===== src/rtl/img_tx_pkg.sv =====
// Shared types and defaults for the image transmit scheduler.
package img_tx_pkg;

   localparam int unsigned ADDR_W_DEF = 14;

   typedef enum logic [2:0] {
      IDLE,
      ARB,
      START,
      WAIT_BUSY,
      SENDING,
      DONE
   } sched_state;

   // Width of a counter that must hold values 0..n-1 (never below 1 bit).
   function automatic int unsigned cnt_width(input int unsigned n);
      return (n <= 2) ? 1 : $clog2(n);
   endfunction

endpackage


===== src/rtl/img_tx_scheduler_rr_arbiter.sv =====
// Combinational round-robin picker: first set request after the last granted index.
module rr_arbiter #(
   parameter int unsigned NUM_SRC = 4,
   parameter int unsigned IDX_W   = $clog2(NUM_SRC)
) (
   input  logic [NUM_SRC-1:0] i_req,
   input  logic [IDX_W-1:0]   i_last_idx,
   output logic [NUM_SRC-1:0] o_gnt_c,
   output logic [IDX_W-1:0]   o_idx_c,
   output logic               o_any_c
);

   int unsigned      w_cand;
   logic [IDX_W-1:0] w_cand_idx;

   // Scan last+1 .. last+NUM_SRC (mod NUM_SRC); the first hit wins.
   always_comb begin
      o_gnt_c    = '0;
      o_idx_c    = '0;
      o_any_c    = 1'b0;
      w_cand     = 0;
      w_cand_idx = '0;
      for (int unsigned k = 1; k <= NUM_SRC; k++) begin
         w_cand = 32'(i_last_idx) + k;
         if (w_cand >= NUM_SRC) w_cand = w_cand - NUM_SRC;
         w_cand_idx = IDX_W'(w_cand);
         if (!o_any_c && i_req[w_cand_idx]) begin
            o_any_c             = 1'b1;
            o_idx_c             = w_cand_idx;
            o_gnt_c[w_cand_idx] = 1'b1;
         end
      end
   end

endmodule


===== src/rtl/img_tx_scheduler.sv =====
// Shares one UART image sender between NUM_SRC image buffers, one whole image per grant,
// round-robin, with start-pulse retry when the sender does not respond.
module img_tx_scheduler
   import img_tx_pkg::*;
#(
   parameter int unsigned NUM_SRC       = 4,
   parameter int unsigned ADDR_W        = ADDR_W_DEF,
   parameter int unsigned START_TIMEOUT = 64
) (
   input  logic                   clk,
   input  logic                   rst_in_n,
   input  logic [NUM_SRC-1:0]     req_in,
   output logic                   sender_start,
   input  logic                   sender_busy,
   input  logic [ADDR_W-1:0]      sender_addr,
   output logic [7:0]             sender_data,
   output logic [ADDR_W-1:0]      bram_addr,
   input  logic [8*NUM_SRC-1:0]   bram_data,
   output logic [NUM_SRC-1:0]     grant,
   output logic [NUM_SRC-1:0]     done,
   output logic [15:0]            frames_sent
);

   localparam int unsigned IDX_W = $clog2(NUM_SRC);
   localparam int unsigned CNT_W = cnt_width(START_TIMEOUT);
   localparam int unsigned SEL_W = IDX_W + 3;

   sched_state           r_state;
   sched_state           w_next_state;
   logic [NUM_SRC-1:0]   r_pending;
   logic [NUM_SRC-1:0]   r_grant;
   logic [IDX_W-1:0]     r_gnt_idx;
   logic [IDX_W-1:0]     r_last_idx;
   logic [CNT_W-1:0]     r_cnt;
   logic                 r_start;
   logic [NUM_SRC-1:0]   r_done;
   logic [7:0]           r_data;
   logic [15:0]          r_frames;

   logic [NUM_SRC-1:0]   w_arb_gnt;
   logic [IDX_W-1:0]     w_arb_idx;
   logic                 w_arb_any;
   logic [NUM_SRC-1:0]   w_pend_clr;
   logic [7:0]           w_sel_data;
   logic                 w_timeout;

   rr_arbiter #(
      .NUM_SRC (NUM_SRC),
      .IDX_W   (IDX_W)
   ) u_rr_arbiter (
      .i_req      (r_pending),
      .i_last_idx (r_last_idx),
      .o_gnt_c    (w_arb_gnt),
      .o_idx_c    (w_arb_idx),
      .o_any_c    (w_arb_any)
   );

   assign bram_addr    = sender_addr;
   assign sender_start = r_start;
   assign sender_data  = r_data;
   assign grant        = r_grant;
   assign done         = r_done;
   assign frames_sent  = r_frames;

   assign w_timeout  = (r_cnt == CNT_W'(START_TIMEOUT - 1));
   assign w_pend_clr = (r_state == DONE) ? r_grant : '0;
   assign w_sel_data = bram_data[SEL_W'({r_gnt_idx, 3'b000}) +: 8];

   // Next-state logic; stale sender_busy in IDLE/ARB has no effect.
   always_comb begin
      w_next_state = r_state;
      case (r_state)
         IDLE:      if (|r_pending) w_next_state = ARB;
         ARB:       w_next_state = w_arb_any ? START : IDLE;
         START:     w_next_state = WAIT_BUSY;
         WAIT_BUSY: begin
            if (sender_busy)    w_next_state = SENDING;
            else if (w_timeout) w_next_state = START;
         end
         SENDING:   if (!sender_busy) w_next_state = DONE;
         DONE:      w_next_state = IDLE;
         default:   w_next_state = IDLE;
      endcase
   end

   always_ff @(posedge clk or negedge rst_in_n) begin
      if (!rst_in_n) begin
         r_state    <= IDLE;
         r_pending  <= '0;
         r_grant    <= '0;
         r_gnt_idx  <= '0;
         r_last_idx <= IDX_W'(NUM_SRC - 1);
         r_cnt      <= '0;
         r_start    <= 1'b0;
         r_done     <= '0;
         r_data     <= '0;
         r_frames   <= '0;
      end else begin
         r_state <= w_next_state;
         // A request landing in the DONE cycle re-queues the source.
         r_pending <= (r_pending & ~w_pend_clr) | req_in;
         r_start   <= (w_next_state == START);
         r_done    <= ((r_state == SENDING) && (w_next_state == DONE)) ? r_grant : '0;

         if ((r_state == ARB) && w_arb_any) begin
            r_grant    <= w_arb_gnt;
            r_gnt_idx  <= w_arb_idx;
            r_last_idx <= w_arb_idx;
         end else if (r_state == DONE) begin
            r_grant <= '0;
         end

         if (r_state == START) begin
            r_cnt <= '0;
         end else if ((r_state == WAIT_BUSY) && !sender_busy && !w_timeout) begin
            r_cnt <= r_cnt + CNT_W'(1);
         end

         if (r_state == DONE) r_frames <= r_frames + 16'd1;

         r_data <= (|r_grant) ? w_sel_data : 8'h00;
      end
   end

endmodule


===== config.mk =====
export PLATFORM = sky130hd
export DESIGN_NAME = img_tx_scheduler
export DESIGN_NICKNAME = d
export VERILOG_FILES = /design/src/rtl/img_tx_pkg.sv /design/src/rtl/img_tx_scheduler_rr_arbiter.sv /design/src/rtl/img_tx_scheduler.sv
export SDC_FILE = /design/constraint.sdc
export NUM_CORES = 1
export LEC_CHECK = 0
export ABC_AREA = 1
export CAP_MARGIN = 20
export CELL_PAD_IN_SITES_DETAIL_PLACEMENT = 1
export CELL_PAD_IN_SITES_GLOBAL_PLACEMENT = 2
export CORE_MARGIN = 3
export CORE_UTILIZATION = 23
export DETAILED_ROUTE_END_ITERATION = 7
export GPL_ROUTABILITY_DRIVEN = 0
export PLACE_DENSITY = 0.86
export SKIP_LAST_GASP = 1
export SYNTH_ARGS = -nofsm -noshare
export SYNTH_HDL_FRONTEND = slang
export SYNTH_SLANG_ARGS = --single-unit
export TNS_END_PERCENT = 100

===== constraint.sdc =====
create_clock -name clk -period 1.8 [get_ports clk]
set_input_delay 0.54 -clock clk [delete_from_list [all_inputs] [get_ports clk]]
set_output_delay 0.54 -clock clk [all_outputs]
set_load 0.005 [all_outputs]

==> results of run 1 <==
## layout make-up
type                            count  area, um^2
Multi-Input combinational cell    244        1380
Clock buffer                        5         125
Clock inverter                      3        40.0
Sequential cell                    50        1260
Inverter                           37         139
Tap cell                          168         210
Fill cell                        1442        7990
Timing Repair Buffer               98         923
## metrics by stage
step / area, um^2 / hold slack [ns] / cells / total power, mW
global route: 4080 / 0.180 / 605 / 6.05
finish: 4080 / 0.155 / 605 / 5.56
global placement: 3780 / 0.466 / 586 / 4.21
detailed placement: 3780 / 0.481 / 586 / 4.31
CTS: 3970 / 0.163 / 595 / 5.49
floorplan: 2860 / 0.244 / 350 / 3.23
## state kept, by name (all words and copies together), names as in the netlist
register / count
done: 4
r_gnt_idx: 2
frames_sent: 16
grant: 4
r_state: 3
r_last_idx: 2
r_pending: 4
sender_start: 1
r_cnt: 6
sender_data: 8
## routing by layer
layer	up-vias	global-route usage, %	wire length, um
met5	-	0	0
met4	0	2.79	88
met3	13	2.80	419
met2	69	17.8	3530
met1	1243	17.9	4160
li1	1289	-	-
## synth_stat cells, drive strengths merged
cell type / number
nand4: 11
nand2: 65
nand3: 28
inv: 36
clkbuf: 2
clkinv: 1
a31oi: 1
ha: 10
nor2: 56
nand3b: 1
xnor2: 7
o21bai: 5
nor3: 8
o21ai: 25
dfstp: 2
dfrtp: 48
buf: 17
nor4: 1
a21oi: 16
a21boi: 4
xor2: 6
## how the worst max path moves through the flow
stage / cells after the start / to / startpoint
after floorplan: 10 / grant[0]$_DFFE_PN0P_ / r_last_idx[0]$_DFFE_PN1P_
after detailed placement: 8 / r_cnt[5]$_DFFE_PN0P_ / sender_busy
after CTS: 1 / frames_sent[5] / frames_sent[5]$_DFFE_PN0N_
final: 1 / grant[0] / grant[0]$_DFFE_PN0P_
after global placement: 8 / r_cnt[5]$_DFFE_PN0P_ / sender_busy
after global routing: 10 / r_gnt_idx[0]$_DFFE_PN0P_ / r_last_idx[1]$_DFFE_PN1P_
## cell families (layout without fill, tap and decap cells)
| logic type | after synthesis | in the layout | share of synthesized area (%) |
|---|---|---|---|
| AOI/OAI and AO/OA | 51 | 51 | 9.90 |
| xor gates and xnor gates | 13 | 13 | 3.99 |
| adders and majority gates | 10 | 10 | 4.38 |
| buffers and inverters | 56 | 143 | 9.37 |
| DFF | 50 | 50 | 43.9 |
| and+or+nand+nor | 170 | 170 | 28.5 |
## cells in the final DEF (no fill, tap or decap), types with 2 or more instances in the layout
cell             count
clkdlybuf4s50_1     69
nand2_1             60
nor2_1              52
dfrtp_1             45
inv_1               31
buf_4               26
o21ai_0             25
nand3_1             23
a21oi_1             14
nand4_1             10
ha_1                 9
xnor2_1              7
nor3_1               6
xor2_1               6
inv_2                5
o21bai_1             5
clkbuf_16            5
a21boi_0             4
nand3_4              3
nand2_2              3
dfrtp_2              3
nand3_2              2
nand2_4              2
nor2_4               2
a21oi_2              2
clkinv_2             2
dfstp_2              2
## power by group through the flow
stage          combinational [mW]  sequential, mW  clock [mW]
2_1_floorplan                1.62            1.61           0
3_3_place_gp                 2.60            1.61           0
3_5_place_dp                 2.68            1.63           0
4_1_cts                      2.78            1.61        1.11
5_1_grt                      3.28            1.64        1.14
6_report                     2.90            1.60        1.07
## what timing repair did
action / in CTS / in global routing
endpoints found under the setup margin: 12 / 15
gates cloned: 0 / 0
pin swaps: 0 / 2
endpoints found under the hold margin: 0 / 0
buffers inserted: 1 / 10
resized for setup: 6 / 7
==> run metrics, run 1 <==
CP Capture Type output port; slowest stage cell, crit path clkdlybuf4s50_1; IO buf count 71; routed wire length 8190 um; post-synthesis sequential area ratio 43.9%; Initial Util 23.7%; Period minus WS final 1.77 ns; drt via density 4.32; Sink Count 50; Yosys warning count 0; Clock Power Share 19.2%; Post-CTS Hold Fix Bufs 0; Area Overhead vs Synth 42.7%; period utilization 98.1%; CTS tree built; I/O pins 100; Critical R2R Capture grant[2]$_DFFE_PN0P_; top post-synthesis cells by area dfrtp_1 42%, nand2_1 7.9%, nor2_1 6.8%; Starting DRT DRC Count 102; antenna violations before repair 0; Pwr per Cell Area 1370 nW/um^2; Critical Path RT 1.26 ns; worst min path class in2async; crit start category flip-flop; R2R Setup Slk 0.12 ns; clk_lat worst skew 0.29 ns; FF+latch count, synth 50; CP Max Fanout 2; GRT Util Overall 12.1%; RR Startpoint r_last_idx[0]$_DFFE_PN1P_; fin util 33.8%; Worst path top cell family by delay buffers and inverters; dpl ws -0.0752 ns; ANT cells 0; DIE WIDTH 117 um; largest stage delay on the critical path 0.53 ns; Reg power frac 28.8%; hpwl dp 6150 um; Int Pwr 3.27 mW; die height 117 um; setup ws final 0.0347 ns; ANT nets after route 0; post-synth top area cell dfrtp_1; largest net degree at the start of global routing 29; Sw Ratio 41.2%; Die Area 13800 um^2; Synth Area per Inst 8.16 um^2; critical path class reg2out; Cell Chain, Critical Path clkdlybuf4s50_1; Clock Tree Root clkbuf_16; RSZ-0062 raised after global routing true; relative slew slack 71.0%; post-synth top area share 42.0%; Placeable Area 12100 um^2; VDD IR max 0.499 mV; P_leak 1.91 nW; Rows 40; Hold Fails Final Rpt 0; WL/cell 13.5 um; WP buf/inv 1; Slew Viols, Final 0; fmax 566 MHz; total grt overflow 0; status finished, final reports clean; Worst Max-Slew Pin Slew 0.434 ns; Synth Net Count 413; mapped cell area 2860 um^2; Worst-path clk slew 0.07 ns; final-report setup violation count 0; DRC Markers 0; Comb power frac 52.0%; H-tree level count 2; max_cap viols 0; R2R cell count 11; clk_skew 0.00511 ns; Pre-antenna DRT Iters 4; share of cells above drive strength 1 15.1%; vias in the first global route 2743; CTS buffer count 5; clock tree buffer depth 2; Vias 2614; Cells after Synth 350; # nets final 499; Synth cell types 35; Setup TNS 0 ns; global-route wire length before repair 14000 um; Net Switching 2.29 mW; crit path DAT 1.23 ns
(Power assumes the default switching activity.)
==> run 2, diff against run 1 <==
--- a/config.mk
+++ b/config.mk
@@ -5,15 +5,15 @@
 export SDC_FILE = /design/constraint.sdc
 export NUM_CORES = 1
 export LEC_CHECK = 0
-export ABC_AREA = 1
+export ABC_AREA = 0
 export CAP_MARGIN = 20
 export CELL_PAD_IN_SITES_DETAIL_PLACEMENT = 1
 export CELL_PAD_IN_SITES_GLOBAL_PLACEMENT = 2
 export CORE_MARGIN = 3
-export CORE_UTILIZATION = 23
+export CORE_UTILIZATION = 25
 export DETAILED_ROUTE_END_ITERATION = 7
 export GPL_ROUTABILITY_DRIVEN = 0
-export PLACE_DENSITY = 0.86
+export PLACE_DENSITY = 0.85
 export SKIP_LAST_GASP = 1
 export SYNTH_ARGS = -nofsm -noshare
 export SYNTH_HDL_FRONTEND = slang
==> run metrics, run 2 <==
Worst Max-Slew Pin Slew 0.494 ns; Slew Viols, Final 0; CTS buffer count 5; Vias 2473; VDD IR max 0.596 mV; Hold Fails Final Rpt 0; Critical Path RT 2.03 ns; mapped cell area 2910 um^2; Rows 38; Worst-path clk slew 0.07 ns; share of cells above drive strength 1 23.4%; final std cells w/o fill 516; Die Area 13000 um^2; critical path class reg2reg; crit path DAT 2.23 ns; largest net degree at the start of global routing 27; status complete, but fails checks; commonest cells after routing, fill and taps aside 70 x clkdlybuf4s50_1, 47 x dfrtp_1, 44 x buf_4, 28 x nand2_1, 14 x nor2_1; FF+latch area 1250 um^2; Synth Net Count 337; clk_skew 0.00600 ns; Clock Tree Root clkbuf_16; H-tree level count 2; relative slew slack 67.0%; ANT nets after route 0; Largest register FFs 16; post-synth top area share 41.3%; clk_lat worst skew 0.29 ns; die height 114 um; clock tree buffer depth 2; RSZ-0062 raised after global routing true; setup ws final -0.197 ns; WL/cell 16.5 um; Starting DRT DRC Count 127; total grt overflow 0; Pwr per Cell Area 1310 nW/um^2; # nets final 439; # fillers 1249; worst min path class in2async; crit start category flip-flop; number of flops mapped to enable cells by yosys 0; Multi-input gate area 1540 um^2; antenna violations before repair 0; CP Capture Type flip-flop; top cells by count, synth 48 x dfrtp_1, 28 x nand2_1, 15 x nor2_1, 14 x buf_4, 12 x xnor2_1; routed wire length 8530 um; ANT cells 0; top-count cell post-synth dfrtp_1; IO buf count 71; fmax 501 MHz; FF+latch count, synth 50; Synth Area per Inst 10.6 um^2; R2R Setup Slk -0.20 ns; Sink Count 50; max_cap viols 0; post-synth top area cell dfrtp_1; hpwl dp 6410 um; Initial Util 26.2%; global-route wire length before repair 13700 um; Synth cell types 45; post-synthesis sequential area ratio 43.1%; I/O pins 100; DRC Markers 0; GRT Util Overall 13.2%; period utilization 111%; Period minus WS final 2.00 ns; Post-Place Cell Area 3930 um^2; Placeable Area 11100 um^2; most common cell after layout, fill and taps aside clkdlybuf4s50_1; top post-synthesis cells by area dfrtp_1 41%, mux4_2 8.5%, ha_1 4.3%; final-report setup violation count 8; Area Overhead vs Synth 47.1%; post-route cell area 4280 um^2; drt via density 4.79; CTS tree built; CP Max Fanout 3; P_leak 1.88 nW; failing checks setup timing; Yosys warning count 0; placed insts 493; ys flop type dfrtp_1; Cells after Synth 274; ys async rst share 100%; DIE WIDTH 114 um; Pre-antenna DRT Iters 4; vias in the first global route 2643
[run 2: metal layers]
metal  wire (um)  share of wire (%)  global-route usage, %
met1        3380                 40                   15.0
met2        4790                 56                   25.0
met3         261                3.1                   2.23
met4          99                1.2                   3.96
met5           0                  0                      0
[run 2: cell families after synthesis]
logic type               after synthesis  share of synthesized area (%)
flip-flops                            50                           43.1
multiplexers                          17                           10.7
buffers and inverters                 32                           6.45
AND/OR/NAND/NOR                      101                           18.4
XOR/XNOR                              20                           6.02
AO/OA/AOI/OAI                         44                           11.0
adder cells (fa/ha/maj)               10                           4.30
[run 2: critical path, stage by stage (launching register included)]
cell,delay (ns)
dfstp_2,0.62
buf_6,0.13
mux4_2,0.55
a2111oi_4,0.34
o211a_1,0.21
a21o_1,0.09
[run 2: final timing paths]
| kind | from | end | depth (start not counted) |
|---|---|---|---|
| max | r_last_idx[0]$_DFFE_PN1P_ | r_gnt_idx[1]$_DFFE_PN0P_ | 5 |
| min | rst_in_n | frames_sent[8]$_DFFE_PN0N_ | 1 |
| max reg2reg | r_last_idx[0]$_DFFE_PN1P_ | r_gnt_idx[1]$_DFFE_PN0P_ | 5 |
| min reg2reg | frames_sent[15]$_DFFE_PN0N_ | frames_sent[15]$_DFFE_PN0N_ | 1 |
| max in group asynchronous | rst_in_n | r_last_idx[1]$_DFFE_PN1P_ | 2 |
| min in group clk | frames_sent[15]$_DFFE_PN0N_ | frames_sent[15]$_DFFE_PN0N_ | 1 |
[run 2: through the flow]
stage	worst slack (ns)	hold slack, ns	TNS [ns]	power [mW]	util, %
3_5_place_dp	-0.218	0.473	-1.53	4.20	35.3
6_report	-0.197	0.155	-1.24	5.63	38.5
4_1_cts	-0.173	0.156	-1.14	5.59	37.8
2_1_floorplan	-0.394	0.244	-2.86	3.16	-
3_3_place_gp	-0.181	0.462	-1.24	4.12	35.3
5_1_grt	-0.268	0.169	-1.91	6.02	38.5
[run 2: power by group]
group	leakage (nW)	total, mW	internal, mW	switching, mW
clock network	0.0829	1.10	0.686	0.410
logic	1.16	2.87	1.60	1.27
registers	0.640	1.65	1.42	0.236
total	1.88	5.63	3.71	1.92
[run 2: cell type report]
type	count	share of cell area, %
multi-input cells	193	36.0
flip-flops and latches	50	29.3
repair buffers	121	26.1
well taps	140	4.09
clock buffers	6	3.24
clock inverters	1	0.701
inverters	5	0.614
[run 2: timing repair]
item,4_1_cts,5_1_grt
gates resized for setup,9,9
cloned,1,0
pin swaps,10,6
endpoints found under the hold margin,0,0
hold buffers,0,0
buffers inserted,9,6
endpoints found under the setup margin,10,13
==> run 3, diff against run 2 <==
--- a/config.mk
+++ b/config.mk
@@ -18,4 +18,4 @@
 export SYNTH_ARGS = -nofsm -noshare
 export SYNTH_HDL_FRONTEND = slang
 export SYNTH_SLANG_ARGS = --single-unit
-export TNS_END_PERCENT = 100
+export TNS_END_PERCENT = 30
==> run metrics, run 3 (synthesized netlist as in run 2, its figures left out) <==
relative slew slack 67.8%; critical path class reg2reg; fmax 503 MHz; clk_lat worst skew 0.29 ns; Worst-path clk slew 0.06 ns; global-route wire length before repair 13600 um; H-tree level count 2; crit path DAT 2.22 ns; Sink Count 50; Pwr per Cell Area 1310 nW/um^2; Pre-antenna DRT Iters 4; Power Total 5.50 mW; DRC Markers 0; Post-Place Cell Area 3930 um^2; Starting DRT DRC Count 138; Area Overhead vs Synth 44.2%; Setup TNS -1.21 ns; Critical Path RT 2.03 ns; # nets final 431; Rows 38; RR Startpoint r_last_idx[0]$_DFFE_PN1P_; crit start category flip-flop; total grt overflow 0; largest net degree at the start of global routing 27; drt via density 4.79; slowest stage cell, crit path dfstp_2; failing checks setup timing; Die Area 13000 um^2; R2R cell count 5; worst min path class in2async; RSZ-0062 raised after global routing true; Int Pwr 3.63 mW; ANT nets after route 0; CTS buffer count 5; Initial Util 26.2%; final-report setup violation count 9; CP Max Fanout 3; die height 114 um; Post-CTS Hold Fix Bufs 0; clock tree buffer depth 2; crit path launch r_last_idx[0]$_DFFE_PN1P_; WL/cell 16.5 um; # fillers 1247; GRT Util Overall 13.1%; commonest cells after routing, fill and taps aside 70 x clkdlybuf4s50_1, 48 x dfrtp_1, 37 x buf_4, 28 x nand2_1, 15 x nor2_1; Slew Viols, Final 0; I/O pins 100; post-route cell area 4200 um^2; Reg power frac 30.3%; Clock Power Share 19.9%; hpwl dp 6410 um; ANT cells 0; Comb power frac 49.7%; Cell Chain, Critical Path buf_6 > mux4_2 > a2111oi_4 > o211a_1 > a21o_1; fin util 37.7%; largest stage delay on the critical path 0.62 ns; antenna violations before repair 0; dpl ws -0.218 ns; Sw Ratio 34.0%; Period minus WS final 1.99 ns; routed wire length 8370 um; VDD IR max 0.512 mV; max_cap viols 0; Critical R2R Capture r_gnt_idx[1]$_DFFE_PN0P_; most common cell after layout, fill and taps aside clkdlybuf4s50_1; IO buf count 71; share of cells above drive strength 1 20.7%; period utilization 110%; Worst Max-Slew Pin Slew 0.482 ns; CP Capture Type flip-flop; CTS tree built; R2R Setup Slk -0.19 ns; Vias 2431; Hold Fails Final Rpt 0; DIE WIDTH 114 um; Placeable Area 11100 um^2; P_leak 1.84 nW; Clock Tree Root clkbuf_16; Largest register FFs 16; vias in the first global route 2614; clk_skew 0.00591 ns; setup ws final -0.186 ns; Net Switching 1.87 mW; status complete, but fails checks
## run 3: cell count changes in the layout (fill, tap and decap cells not counted), sizes merged
| cell | change |
|---|---|
| buf | -8 |
## run 3: worst max-delay path by stage
stage                                          end  slack, ns  depth (start not counted)
after global routing      r_gnt_idx[1]$_DFFE_PN0P_      -0.27                          5
after floorplan               grant[0]$_DFFE_PN0P_      -0.39                         10
final                     r_gnt_idx[1]$_DFFE_PN0P_      -0.19                          5
after detailed placement      grant[0]$_DFFE_PN0P_      -0.22                          6
after global placement        grant[0]$_DFFE_PN0P_      -0.18                          6
after CTS                 r_gnt_idx[1]$_DFFE_PN0P_      -0.17                          5
## run 3: repair_timing
item | CTS | global route
buffers inserted | 6 | 1
pin swaps | 7 | 6
cloned | 1 | 0
gates resized for setup | 8 | 3
setup endpoints to repair | 10 | 15
endpoints found under the hold margin | 0 | 0
## run 3: layout make-up
class | count | area [um^2] | area share (%)
clock buffer | 6 | 139 | 3.31
clock inverter | 1 | 30.0 | 0.715
inverter | 5 | 26.3 | 0.626
multi-input combinational | 193 | 1520 | 36.2
sequential | 50 | 1250 | 29.9
tap | 140 | 175 | 4.17
timing repair buffer | 113 | 1050 | 25.1
## run 3: per-stage QoR
stage / hold slack (ns) / instances
2_1_floorplan: 0.244 / 274
5_1_grt: 0.169 / 508
4_1_cts: 0.156 / 507
6_report: 0.152 / 508
3_5_place_dp: 0.473 / 493
3_3_place_gp: 0.462 / 493
## run 3: worst max-delay path: cells and delay by family (launching register included)
kind            cells  cell delay [ns]
mux                 1             0.55
compound gates      3             0.62
buf+inv             1             0.13
flops               1             0.62
## run 3: routing by layer
layer	wire [um]	global-route usage (%)
met1	3340	15.0
met2	4690	24.9
met3	239	2.07
met4	94	3.80
met5	0	0
## run 3: power groups by stage
stage / Combinational [mW] / Clock, mW / Sequential (mW)
2_1_floorplan: 1.53 / 0 / 1.62
3_3_place_gp: 2.43 / 0 / 1.69
3_5_place_dp: 2.49 / 0 / 1.70
4_1_cts: 2.73 / 1.14 / 1.68
5_1_grt: 3.01 / 1.18 / 1.72
6_report: 2.74 / 1.09 / 1.67
